===== src/rtl/regfile_sequencer.sv =====
// Multi-cycle sequencer for a single-port register file: reads ra/rb, runs the ALU,
// writes rd back, and keeps registered result/zero/carry flags.
`timescale 1ns/1ps
module regfile_sequencer #(
    parameter int unsigned DATA_W         = 8,
    parameter int unsigned ADDR_W         = 3,
    parameter bit          CLEAR_ON_RESET = 1'b0
) (
    input  logic              clk,
    input  logic              reset,
    input  logic              req_valid,
    output logic              req_ready,
    input  logic [2:0]        req_op,
    input  logic [ADDR_W-1:0] req_rd,
    input  logic [ADDR_W-1:0] req_ra,
    input  logic [ADDR_W-1:0] req_rb,
    input  logic [DATA_W-1:0] req_imm,
    output logic [ADDR_W-1:0] rf_address,
    output logic              rf_load,
    output logic [DATA_W-1:0] rf_d_in,
    output logic              rf_reset_all,
    input  logic [DATA_W-1:0] rf_q_out,
    output logic              done,
    output logic [DATA_W-1:0] result,
    output logic              flag_zero,
    output logic              flag_carry
);

    localparam int unsigned OP_W = 3;

    localparam logic [OP_W-1:0] OP_ADD = 3'b000;
    localparam logic [OP_W-1:0] OP_SUB = 3'b001;
    localparam logic [OP_W-1:0] OP_AND = 3'b010;
    localparam logic [OP_W-1:0] OP_OR  = 3'b011;
    localparam logic [OP_W-1:0] OP_XOR = 3'b100;
    localparam logic [OP_W-1:0] OP_LDI = 3'b101;
    localparam logic [OP_W-1:0] OP_MOV = 3'b110;

    typedef enum logic [2:0] {
        ST_IDLE,
        ST_READ_A,
        ST_READ_B,
        ST_WRITE,
        ST_CLEAR
    } state_t;

    state_t            state;
    logic [OP_W-1:0]   op;
    logic [ADDR_W-1:0] rd;
    logic [ADDR_W-1:0] ra;
    logic [ADDR_W-1:0] rb;
    logic [DATA_W-1:0] imm;
    logic [DATA_W-1:0] opa;
    logic [DATA_W-1:0] opb;
    logic [DATA_W:0]   alu;

    // ALU with the carry/borrow in the extra top bit
    always_comb begin
        alu = '0;
        case (op)
            OP_ADD:  alu = {1'b0, opa} + {1'b0, opb};
            OP_SUB:  alu = {1'b0, opa} - {1'b0, opb};
            OP_AND:  alu = {1'b0, opa & opb};
            OP_OR:   alu = {1'b0, opa | opb};
            OP_XOR:  alu = {1'b0, opa ^ opb};
            OP_LDI:  alu = {1'b0, imm};
            OP_MOV:  alu = {1'b0, opa};
            default: alu = '0;
        endcase
    end

    // Sequencer state, latched request fields, operands and flags
    always_ff @(posedge clk) begin
        if (reset) begin
            state      <= CLEAR_ON_RESET ? ST_CLEAR : ST_IDLE;
            op         <= '0;
            rd         <= '0;
            ra         <= '0;
            rb         <= '0;
            imm        <= '0;
            opa        <= '0;
            opb        <= '0;
            result     <= '0;
            flag_zero  <= 1'b0;
            flag_carry <= 1'b0;
        end else begin
            case (state)
                ST_IDLE: begin
                    if (req_valid) begin
                        op  <= req_op;
                        rd  <= req_rd;
                        ra  <= req_ra;
                        rb  <= req_rb;
                        imm <= req_imm;
                        case (req_op)
                            OP_LDI:  state <= ST_WRITE;
                            OP_ADD, OP_SUB, OP_AND, OP_OR, OP_XOR, OP_MOV:
                                     state <= ST_READ_A;
                            default: state <= ST_CLEAR;
                        endcase
                    end
                end
                ST_READ_A: begin
                    opa   <= rf_q_out;
                    state <= (op == OP_MOV) ? ST_WRITE : ST_READ_B;
                end
                ST_READ_B: begin
                    opb   <= rf_q_out;
                    state <= ST_WRITE;
                end
                ST_WRITE: begin
                    result     <= alu[DATA_W-1:0];
                    flag_zero  <= (alu[DATA_W-1:0] == '0);
                    flag_carry <= alu[DATA_W];
                    state      <= ST_IDLE;
                end
                ST_CLEAR: begin
                    result     <= '0;
                    flag_zero  <= 1'b1;
                    flag_carry <= 1'b0;
                    state      <= ST_IDLE;
                end
                default: state <= ST_IDLE;
            endcase
        end
    end

    // Register-file strobes decoded from state; reset masks them in the same cycle
    always_comb begin
        req_ready    = (state == ST_IDLE) && !reset;
        rf_address   = '0;
        rf_load      = 1'b0;
        rf_d_in      = '0;
        rf_reset_all = 1'b0;
        done         = 1'b0;
        if (!reset) begin
            case (state)
                ST_READ_A: rf_address = ra;
                ST_READ_B: rf_address = rb;
                ST_WRITE: begin
                    rf_address = rd;
                    rf_load    = 1'b1;
                    rf_d_in    = alu[DATA_W-1:0];
                    done       = 1'b1;
                end
                ST_CLEAR: begin
                    rf_reset_all = 1'b1;
                    done         = 1'b1;
                end
                default: ;
            endcase
        end
    end

endmodule


===== config.mk =====
export PLATFORM = sky130hd
export DESIGN_NAME = regfile_sequencer
export DESIGN_NICKNAME = d
export VERILOG_FILES = /design/src/rtl/regfile_sequencer.sv
export SDC_FILE = /design/constraint.sdc
export NUM_CORES = 1
export LEC_CHECK = 0
export CAP_MARGIN = 40
export CELL_PAD_IN_SITES_DETAIL_PLACEMENT = 1
export CELL_PAD_IN_SITES_GLOBAL_PLACEMENT = 2
export CORE_UTILIZATION = 33
export CTS_CLUSTER_DIAMETER = 50
export CTS_CLUSTER_SIZE = 28
export DETAILED_ROUTE_END_ITERATION = 8
export PLACE_DENSITY_LB_ADDON = 0.25
export SLEW_MARGIN = 20
export SYNTH_ARGS = -nofsm -noshare
export SYNTH_HDL_FRONTEND = slang
export SYNTH_SLANG_ARGS = --single-unit

===== constraint.sdc =====
create_clock -name clk -period 9.1 [get_ports clk]
set_clock_uncertainty 0.15 [all_clocks]
set_input_delay 1.82 -clock clk [delete_from_list [all_inputs] [get_ports clk]]
set_output_delay 1.82 -clock clk [all_outputs]
set_load 0.02 [all_outputs]

==> results of run 1 <==
## report_power, final
group	switching, uW	leakage [uW]	internal (uW)
Clock	79.2	0.0000574	89.5
Sequential	18.4	0.000400	230
Combinational	149	0.00111	112
## cell type report
class / count / area [um2]
Timing Repair Buffer: 60 / 596
Clock inverter: 2 / 37.5
Clock buffer: 6 / 82.6
Tap cell: 129 / 161
Inverter: 25 / 93.8
Fill cell: 1141 / 5340
Multi-Input combinational cell: 309 / 1950
Sequential cell: 49 / 981
## layout by cell type, fill, tap and decap left out, types with 2 or more instances in the layout
cell type                         synthesis  final
sky130_fd_sc_hd__o22ai_1                  3      3
sky130_fd_sc_hd__nand3b_1                 5      5
sky130_fd_sc_hd__or3b_2                   2      2
sky130_fd_sc_hd__a22oi_1                  3      3
sky130_fd_sc_hd__mux2_2                   7      7
sky130_fd_sc_hd__nor2b_1                  4      4
sky130_fd_sc_hd__mux2i_1                  5      5
sky130_fd_sc_hd__o221ai_1                 2      2
sky130_fd_sc_hd__inv_1                   25     25
sky130_fd_sc_hd__dfxtp_1                 49     49
sky130_fd_sc_hd__and2_1                   2      2
sky130_fd_sc_hd__and3b_1                  2      2
sky130_fd_sc_hd__o31ai_1                  3      3
sky130_fd_sc_hd__nor3_1                   7      7
sky130_fd_sc_hd__o31a_1                   3      3
sky130_fd_sc_hd__a222oi_1                 2      2
sky130_fd_sc_hd__a21o_1                  11     11
sky130_fd_sc_hd__a211oi_1                 5      5
sky130_fd_sc_hd__buf_4                    2      4
sky130_fd_sc_hd__o21a_1                   4      4
sky130_fd_sc_hd__o211ai_1                 3      3
sky130_fd_sc_hd__nand2b_1                 3      3
sky130_fd_sc_hd__o211a_1                  2      2
sky130_fd_sc_hd__ha_1                    25     25
sky130_fd_sc_hd__mux2_4                   2      2
sky130_fd_sc_hd__nand2_1                 49     49
sky130_fd_sc_hd__xnor2_1                  7      7
sky130_fd_sc_hd__nor2_1                  55     55
sky130_fd_sc_hd__o21ai_0                 15     15
sky130_fd_sc_hd__clkdlybuf4s50_1          0     55
sky130_fd_sc_hd__a21oi_1                 49     49
sky130_fd_sc_hd__clkbuf_8                 0      6
sky130_fd_sc_hd__nand3_1                  9      9
sky130_fd_sc_hd__or2_2                    2      2
sky130_fd_sc_hd__and4_1                   2      2
## cells by family (layout without fill, tap and decap cells)
group / after synthesis / after routing / synth area share (%)
AND/OR/NAND/NOR: 149 / 149 / 21.8
multiplexers: 14 / 14 / 5.06
adder cells (fa/ha/maj): 26 / 26 / 10.6
buffers and inverters: 47 / 93 / 6.65
AO/OA/AOI/OAI: 113 / 113 / 22.7
flip-flops: 49 / 49 / 31.2
XOR/XNOR: 7 / 7 / 1.95
## metrics by stage
step / utilization, % / power, uW / worst slack (ns)
5_1_grt: 42.2 / 729 / 2.59
3_5_place_dp: 40.8 / 515 / 3.04
2_1_floorplan: - / 433 / 4.08
3_3_place_gp: 40.7 / 509 / 3.06
4_1_cts: 42.1 / 686 / 2.97
6_report: 42.2 / 679 / 3.00
## path summary, 6_finish.rpt
kind                           from                     end  slack (ns)  cells after the start
max reg2reg      op[1]$_SDFFE_PP0P_  flag_zero$_SDFFE_PP0N_        5.30                     11
min          result[4]$_SDFFE_PP0N_  result[4]$_SDFFE_PP0N_        0.31                      1
min reg2reg  result[4]$_SDFFE_PP0N_  result[4]$_SDFFE_PP0N_        0.31                      1
max              op[1]$_SDFFE_PP0P_              rf_d_in[6]        3.00                     11
## critical path, cell delays in order, from the launching register on
cell and delay [ns]:
sky130_fd_sc_hd__dfxtp_1 0.82, sky130_fd_sc_hd__nor2_1 0.31, sky130_fd_sc_hd__nand2_1 0.29, sky130_fd_sc_hd__nor2_1 0.07, sky130_fd_sc_hd__a21o_1 0.19, sky130_fd_sc_hd__fa_1 0.44, sky130_fd_sc_hd__nor2b_1 0.24, sky130_fd_sc_hd__o31ai_1 0.12
sky130_fd_sc_hd__a211oi_1 0.32, sky130_fd_sc_hd__o21ai_0 0.14, sky130_fd_sc_hd__a21oi_1 0.23, sky130_fd_sc_hd__clkdlybuf4s50_1 0.64
## sequential cells by signal (all words and copies together) (netlist names)
signal and flops:
flag_carry 1, flag_zero 1, imm 8, op 3
opa 8, opb 8, ra 3, rb 3
rd 3, result 8, state 3
## layer usage
| layer | global-route usage [%] | wire (um) | vias to the layer above |
|---|---|---|---|
| met5 | 0 | 0 | - |
| met1 | 24.1 | 4250 | 1381 |
| met3 | 3.02 | 237 | 8 |
| li1 | - | - | 1495 |
| met2 | 32.0 | 4280 | 44 |
| met4 | 4.98 | 109 | 0 |
## cell usage after synthesis (3+ instances only)
cell,instances
sky130_fd_sc_hd__nand2_1,49
sky130_fd_sc_hd__nor3_1,7
sky130_fd_sc_hd__clkbuf_1,15
sky130_fd_sc_hd__o31a_1,3
sky130_fd_sc_hd__o211ai_1,3
sky130_fd_sc_hd__nand3b_1,5
sky130_fd_sc_hd__a21o_1,11
sky130_fd_sc_hd__nand3_1,9
sky130_fd_sc_hd__o22ai_1,3
sky130_fd_sc_hd__a22oi_1,3
sky130_fd_sc_hd__a211oi_1,5
sky130_fd_sc_hd__buf_6,3
sky130_fd_sc_hd__nand2b_1,3
sky130_fd_sc_hd__a21oi_1,49
sky130_fd_sc_hd__inv_1,25
sky130_fd_sc_hd__o31ai_1,3
sky130_fd_sc_hd__nor2b_1,4
sky130_fd_sc_hd__xnor2_1,7
sky130_fd_sc_hd__dfxtp_1,49
sky130_fd_sc_hd__mux2_2,7
sky130_fd_sc_hd__o21a_1,4
sky130_fd_sc_hd__mux2i_1,5
sky130_fd_sc_hd__o21ai_0,15
sky130_fd_sc_hd__ha_1,25
sky130_fd_sc_hd__nor2_1,55
==> impl_metrics.py, run 1 <==
metrics = {
    "placed_design": {
        "place_hpwl_um": 6800,
        "io_buffer_count": 55,
        "area_of_placed_instances_um2": 3770,
        "numPlacedInstances": 571,
        "routability_congestion": 0.817,
    },
    "logic_synthesis": {
        "synth_area_leaders": "sky130_fd_sc_hd__dfxtp_1 31%, sky130_fd_sc_hd__ha_1 10%, sky130_fd_sc_hd__a21oi_1 7.8%",
        "ys_ff_latch": 49,
        "ys_seq_area_share_pct": 31.2,
        "syn_inst": 405,
        "post_synth_instance_area_um2": 3140,
        "ys_async_sr_fraction_pct": 0,
        "synth.lib_cells_used.distinct": 52,
        "synth_enable_flop_cells": 0,
        "netlist.area_leader.share_pct": 31.2,
        "synth_top_flop_cell": "sky130_fd_sc_hd__dfxtp_1",
        "synth.yosys.warnings": 0,
        "syn-num-nets": 462,
        "synth_top_area_cell": "sky130_fd_sc_hd__dfxtp_1",
        "syn_area_per_cell_um2": 7.75,
    },
    "global_routing": {
        "groute.usage.overall_pct": 18.6,
        "first_pass_grt_wire_length_um": 14600,
        "antenna_found_initial": 0,
        "globalRouteOverflowTotal": 0,
        "number_of_global_route_vias_before_repair": 2930,
        "grt_max_degree": 44,
    },
    "clock_tree": {
        "clock_tree.root_cell": "sky130_fd_sc_hd__clkbuf_8",
        "postCtsSetupRepairBufs": 0,
        "cts_buffers": 5,
        "cts.path.max_buffers": 2,
        "cts_sinks": 49,
        "cts_hold_repair.buffers": 0,
        "clk_pin_slew_ns": 0.10,
        "cts_resized": 0,
        "clock_tree_from_tritoncts": "yes",
        "latest_clock_arrival_within_the_worst_skew_pair_ns": 0.31,
        "cts-htree-levels": 2,
    },
    "sta": {
        "setup-tns-final_ns": 0,
        "hold_ws_ns": 0.307,
        "grt_setup_unrepaired": "no",
        "post-route-period-util_pct": 67.0,
        "final-max-slew-violation-count": 0,
        "final-setup-viol-count": 0,
        "maxSlewHeadroom_pct": 49.8,
        "period_needed_ns": 6.10,
        "final_hold_viol_count": 0,
        "worst-slew-pin-transition_ns": 0.751,
        "fmax_mhz": 164,
    },
    "floorplan": {
        "dieArea_um2": 9910,
        "placeableCoreArea_um2": 9240,
        "die_height_um": 99.6,
        "initial_core_utilization_pct": 34.0,
        "chipWidth_um": 99.6,
        "floorplan.io_pins": 56,
        "placement_rows": 35,
    },
    "routing": {
        "via_count": 2928,
        "route.antenna.remaining_nets": 0,
        "dr.first_iter.drc_count": 70,
        "route.detailed.wl_per_inst_um": 15.3,
        "detail_route.vias_per_cell": 5.05,
        "wl_um": 8880,
        "count_of_tritonroute_iterations_in_the_first_routing_pass": 4,
        "drcViolationCount": 0,
    },
    "final_layout": {
        "finish.cell_count_without_fillers": 580,
        "final_layout_size_suffix_gt1_share_pct": 6.21,
        "antenna_cells": 0,
        "syn_to_final_growth_pct": 24.3,
        "nets": 507,
        "final_area_um2": 3900,
    },
    "worst_hold_path": {
        "min-delay-path-class": "reg2reg",
    },
    "power": {
        "cellPowerDensity_nw_per_um2": 174,
        "total_leakage_power_uw": 0.00156,
        "vdd_ir_drop_max_v": 0.0000571,
    },
    "setup_path": {
        "worst_ep_arrival_time_ns": 4.13,
        "crit_required_ns": 7.13,
        "worst-path-max-fanout": 23,
        "critPathKind": "reg2out",
        "endpoint_kind": "output pin",
        "cp-start-kind": "flop",
    },
    "status": {
        "status": "finished clean",
    },
    "run": {
        "maxCapViolations": 0,
    },
}
Power figures use the tool's default switching activity.
==> run 2, diff against run 1 <==
- CORE_UTILIZATION: 33 -> 30
- clock period: 9.1 -> 6.1 ns (I/O delays scaled with it)
==> run 2 against run 1 <==
Hold slack gained 0.0018 ns. Register-to-register slack lost 2.7 ns. Cell area shrank 0.74%. Non-clock buffer count grew 1. Sequential power grew 50%. Setup slack lost 2.2 ns. Die area grew 9.8%. Total power grew 41%. Via count grew 2.0%. Critical path type unchanged. Highest routed layer unchanged.
==> impl_metrics.py, run 2 (same netlist as run 1, synthesis figures left out) <==
metrics = {
    "routing": {
        "route.detailed.wl_per_inst_um": 15.8,
        "wl_um": 9260,
        "count_of_tritonroute_iterations_in_the_first_routing_pass": 4,
        "dr.first_iter.drc_count": 72,
        "via_count": 2988,
        "route.antenna.remaining_nets": 0,
        "drcViolationCount": 0,
        "detail_route.vias_per_cell": 5.11,
    },
    "power": {
        "clock_power_share_pct": 20.6,
        "vdd_ir_drop_max_v": 0.0000941,
        "combinationalPowerShare_pct": 40.7,
        "power.share.switching_pct": 38.0,
        "p_sw_uw": 364,
        "cellPowerDensity_nw_per_um2": 247,
        "total_leakage_power_uw": 0.00155,
        "seqPwrFrac_pct": 38.8,
        "internal-power_uw": 593,
    },
    "global_routing": {
        "antenna_found_initial": 0,
        "grt_max_degree": 43,
        "number_of_global_route_vias_before_repair": 3028,
        "groute.usage.overall_pct": 17.5,
        "first_pass_grt_wire_length_um": 15500,
        "globalRouteOverflowTotal": 0,
    },
    "floorplan": {
        "dieArea_um2": 10900,
        "chipWidth_um": 104,
        "placeableCoreArea_um2": 9950,
        "placement_rows": 36,
        "initial_core_utilization_pct": 31.5,
        "die_height_um": 104,
        "floorplan.io_pins": 56,
    },
    "sta": {
        "setup-tns-final_ns": 0,
        "maxSlewHeadroom_pct": 49.1,
        "period_needed_ns": 5.26,
        "final-setup-viol-count": 0,
        "fmax_mhz": 190,
        "post-route-period-util_pct": 86.1,
        "worst-slew-pin-transition_ns": 0.762,
        "final_hold_viol_count": 0,
        "grt_setup_unrepaired": "no",
        "final-max-slew-violation-count": 0,
    },
    "setup_path": {
        "critPathMaxStageDelay_ns": 0.64,
        "endpoint_kind": "output pin",
        "cpLargestDelayFamily": "compound AO/OA/AOI/OAI gates",
        "cp_num_buf_inv": 2,
        "cp-start-kind": "flop",
        "crit_required_ns": 4.73,
        "cp_slowest_cell": "sky130_fd_sc_hd__clkdlybuf4s50_1",
        "worst_ep_arrival_time_ns": 3.89,
        "critical_path.cell_chain": "buf_4 -> nor2_1 -> nand2_1 -> a21o_1 -> fa_1 -> nor2b_1 -> o31ai_1 -> a211oi_1 -> o21ai_0 -> a21oi_1 -> clkdlybuf4s50_1",
        "worst-path-max-fanout": 23,
        "critPathKind": "reg2out",
    },
    "clock_tree": {
        "cts.path.max_buffers": 2,
        "clock_tree.root_cell": "sky130_fd_sc_hd__clkbuf_8",
        "cts_buffers": 5,
        "clock_tree_from_tritoncts": "yes",
        "cts_resized": 0,
        "cts-htree-levels": 2,
        "cts_hold_repair.buffers": 0,
        "latest_clock_arrival_within_the_worst_skew_pair_ns": 0.31,
        "postCtsSetupRepairBufs": 0,
        "cts_sinks": 49,
        "clk_pin_slew_ns": 0.09,
    },
    "placed_design": {
        "numPlacedInstances": 577,
        "place_hpwl_um": 7230,
        "io_buffer_count": 55,
        "routability_congestion": 0.853,
    },
    "final_layout": {
        "final_layout_size_suffix_gt1_share_pct": 6.19,
        "syn_to_final_growth_pct": 23.3,
        "nets": 508,
        "antenna_cells": 0,
        "finish.cell_count_without_fillers": 585,
        "layout_common_cells": "55 x sky130_fd_sc_hd__nor2_1, 55 x sky130_fd_sc_hd__clkdlybuf4s50_1, 49 x sky130_fd_sc_hd__nand2_1, 49 x sky130_fd_sc_hd__a21oi_1, 49 x sky130_fd_sc_hd__dfxtp_1",
        "core_occupancy_in_the_finished_layout_pct": 38.9,
    },
    "worst_hold_path": {
        "min-delay-path-class": "reg2reg",
    },
    "status": {
        "status": "finished clean",
    },
    "run": {
        "maxCapViolations": 0,
    },
}
## run 2: changes by cell type in the layout (fill, tap and decap cells not counted), sizes merged
cell,delta
buf,+1
bufinv,-1
clkinv,+1
clkinvlp,-1
inv,+1
## run 2: final timing paths
check / cells past startpoint / startpoint / slack (ns) / to
setup / recovery: 11 / op[1]$_SDFFE_PP0P_ / 0.84 / rf_d_in[6]
hold / removal: 2 / ra[1]$_SDFFE_PP0P_ / 0.31 / ra[1]$_SDFFE_PP0P_
setup reg to reg: 13 / op[1]$_SDFFE_PP0P_ / 2.60 / flag_zero$_SDFFE_PP0N_
hold reg to reg: 2 / ra[1]$_SDFFE_PP0P_ / 0.31 / ra[1]$_SDFFE_PP0P_
## run 2: worst min-delay path, delay by kind of cell, from the launching register on
| family | cells | cell delay (ns) |
|---|---|---|
| DFF | 1 | 0.32 |
| AOI/OAI and AO/OA | 1 | 0.05 |
| and+or+nand+nor | 1 | 0.05 |
## run 2: final cells by class
| class | instances | area [um2] |
|---|---|---|
| Clock inverter | 2 | 13.8 |
| Clock buffer | 6 | 72.6 |
| Sequential cell | 49 | 981 |
| Multi-Input combinational cell | 309 | 1950 |
| Tap cell | 133 | 166 |
| Fill cell | 1229 | 6080 |
| Timing Repair Buffer | 61 | 596 |
| Inverter | 25 | 93.8 |
## run 2: power groups by stage
stage          clock (uW)  sequential [uW]  combinational (uW)
5_1_grt               221              375                 436
4_1_cts               205              371                 392
2_1_floorplan           0              366                 280
3_3_place_gp            0              378                 384
6_report              197              371                 389
3_5_place_dp            0              378                 389
## run 2: metal layers
| metal | GRT usage, % | share of wire (%) |
|---|---|---|
| met1 | 22.9 | 50 |
| met2 | 29.2 | 45 |
| met3 | 3.07 | 3.4 |
| met4 | 5.00 | 1.9 |
| met5 | 0 | 0 |
## run 2: metrics by stage
step	total power, uW	instance area [um2]	worst slack (ns)	hold WS (ns)
global placement	761	3780	1.29	0.285
CTS	967	3870	0.809	0.312
floorplan	646	3140	2.09	0.283
global route	1030	3870	0.469	0.330
finish	957	3870	0.845	0.309
detailed placement	768	3790	1.15	0.294
==> run 3, diff against run 2 <==
- CTS_CLUSTER_DIAMETER: 50 -> 120
- GPL_TIMING_DRIVEN: unset -> 1
==> results of run 3 <==
No change in the layout: final DEF, timing and power equal those of run 2.
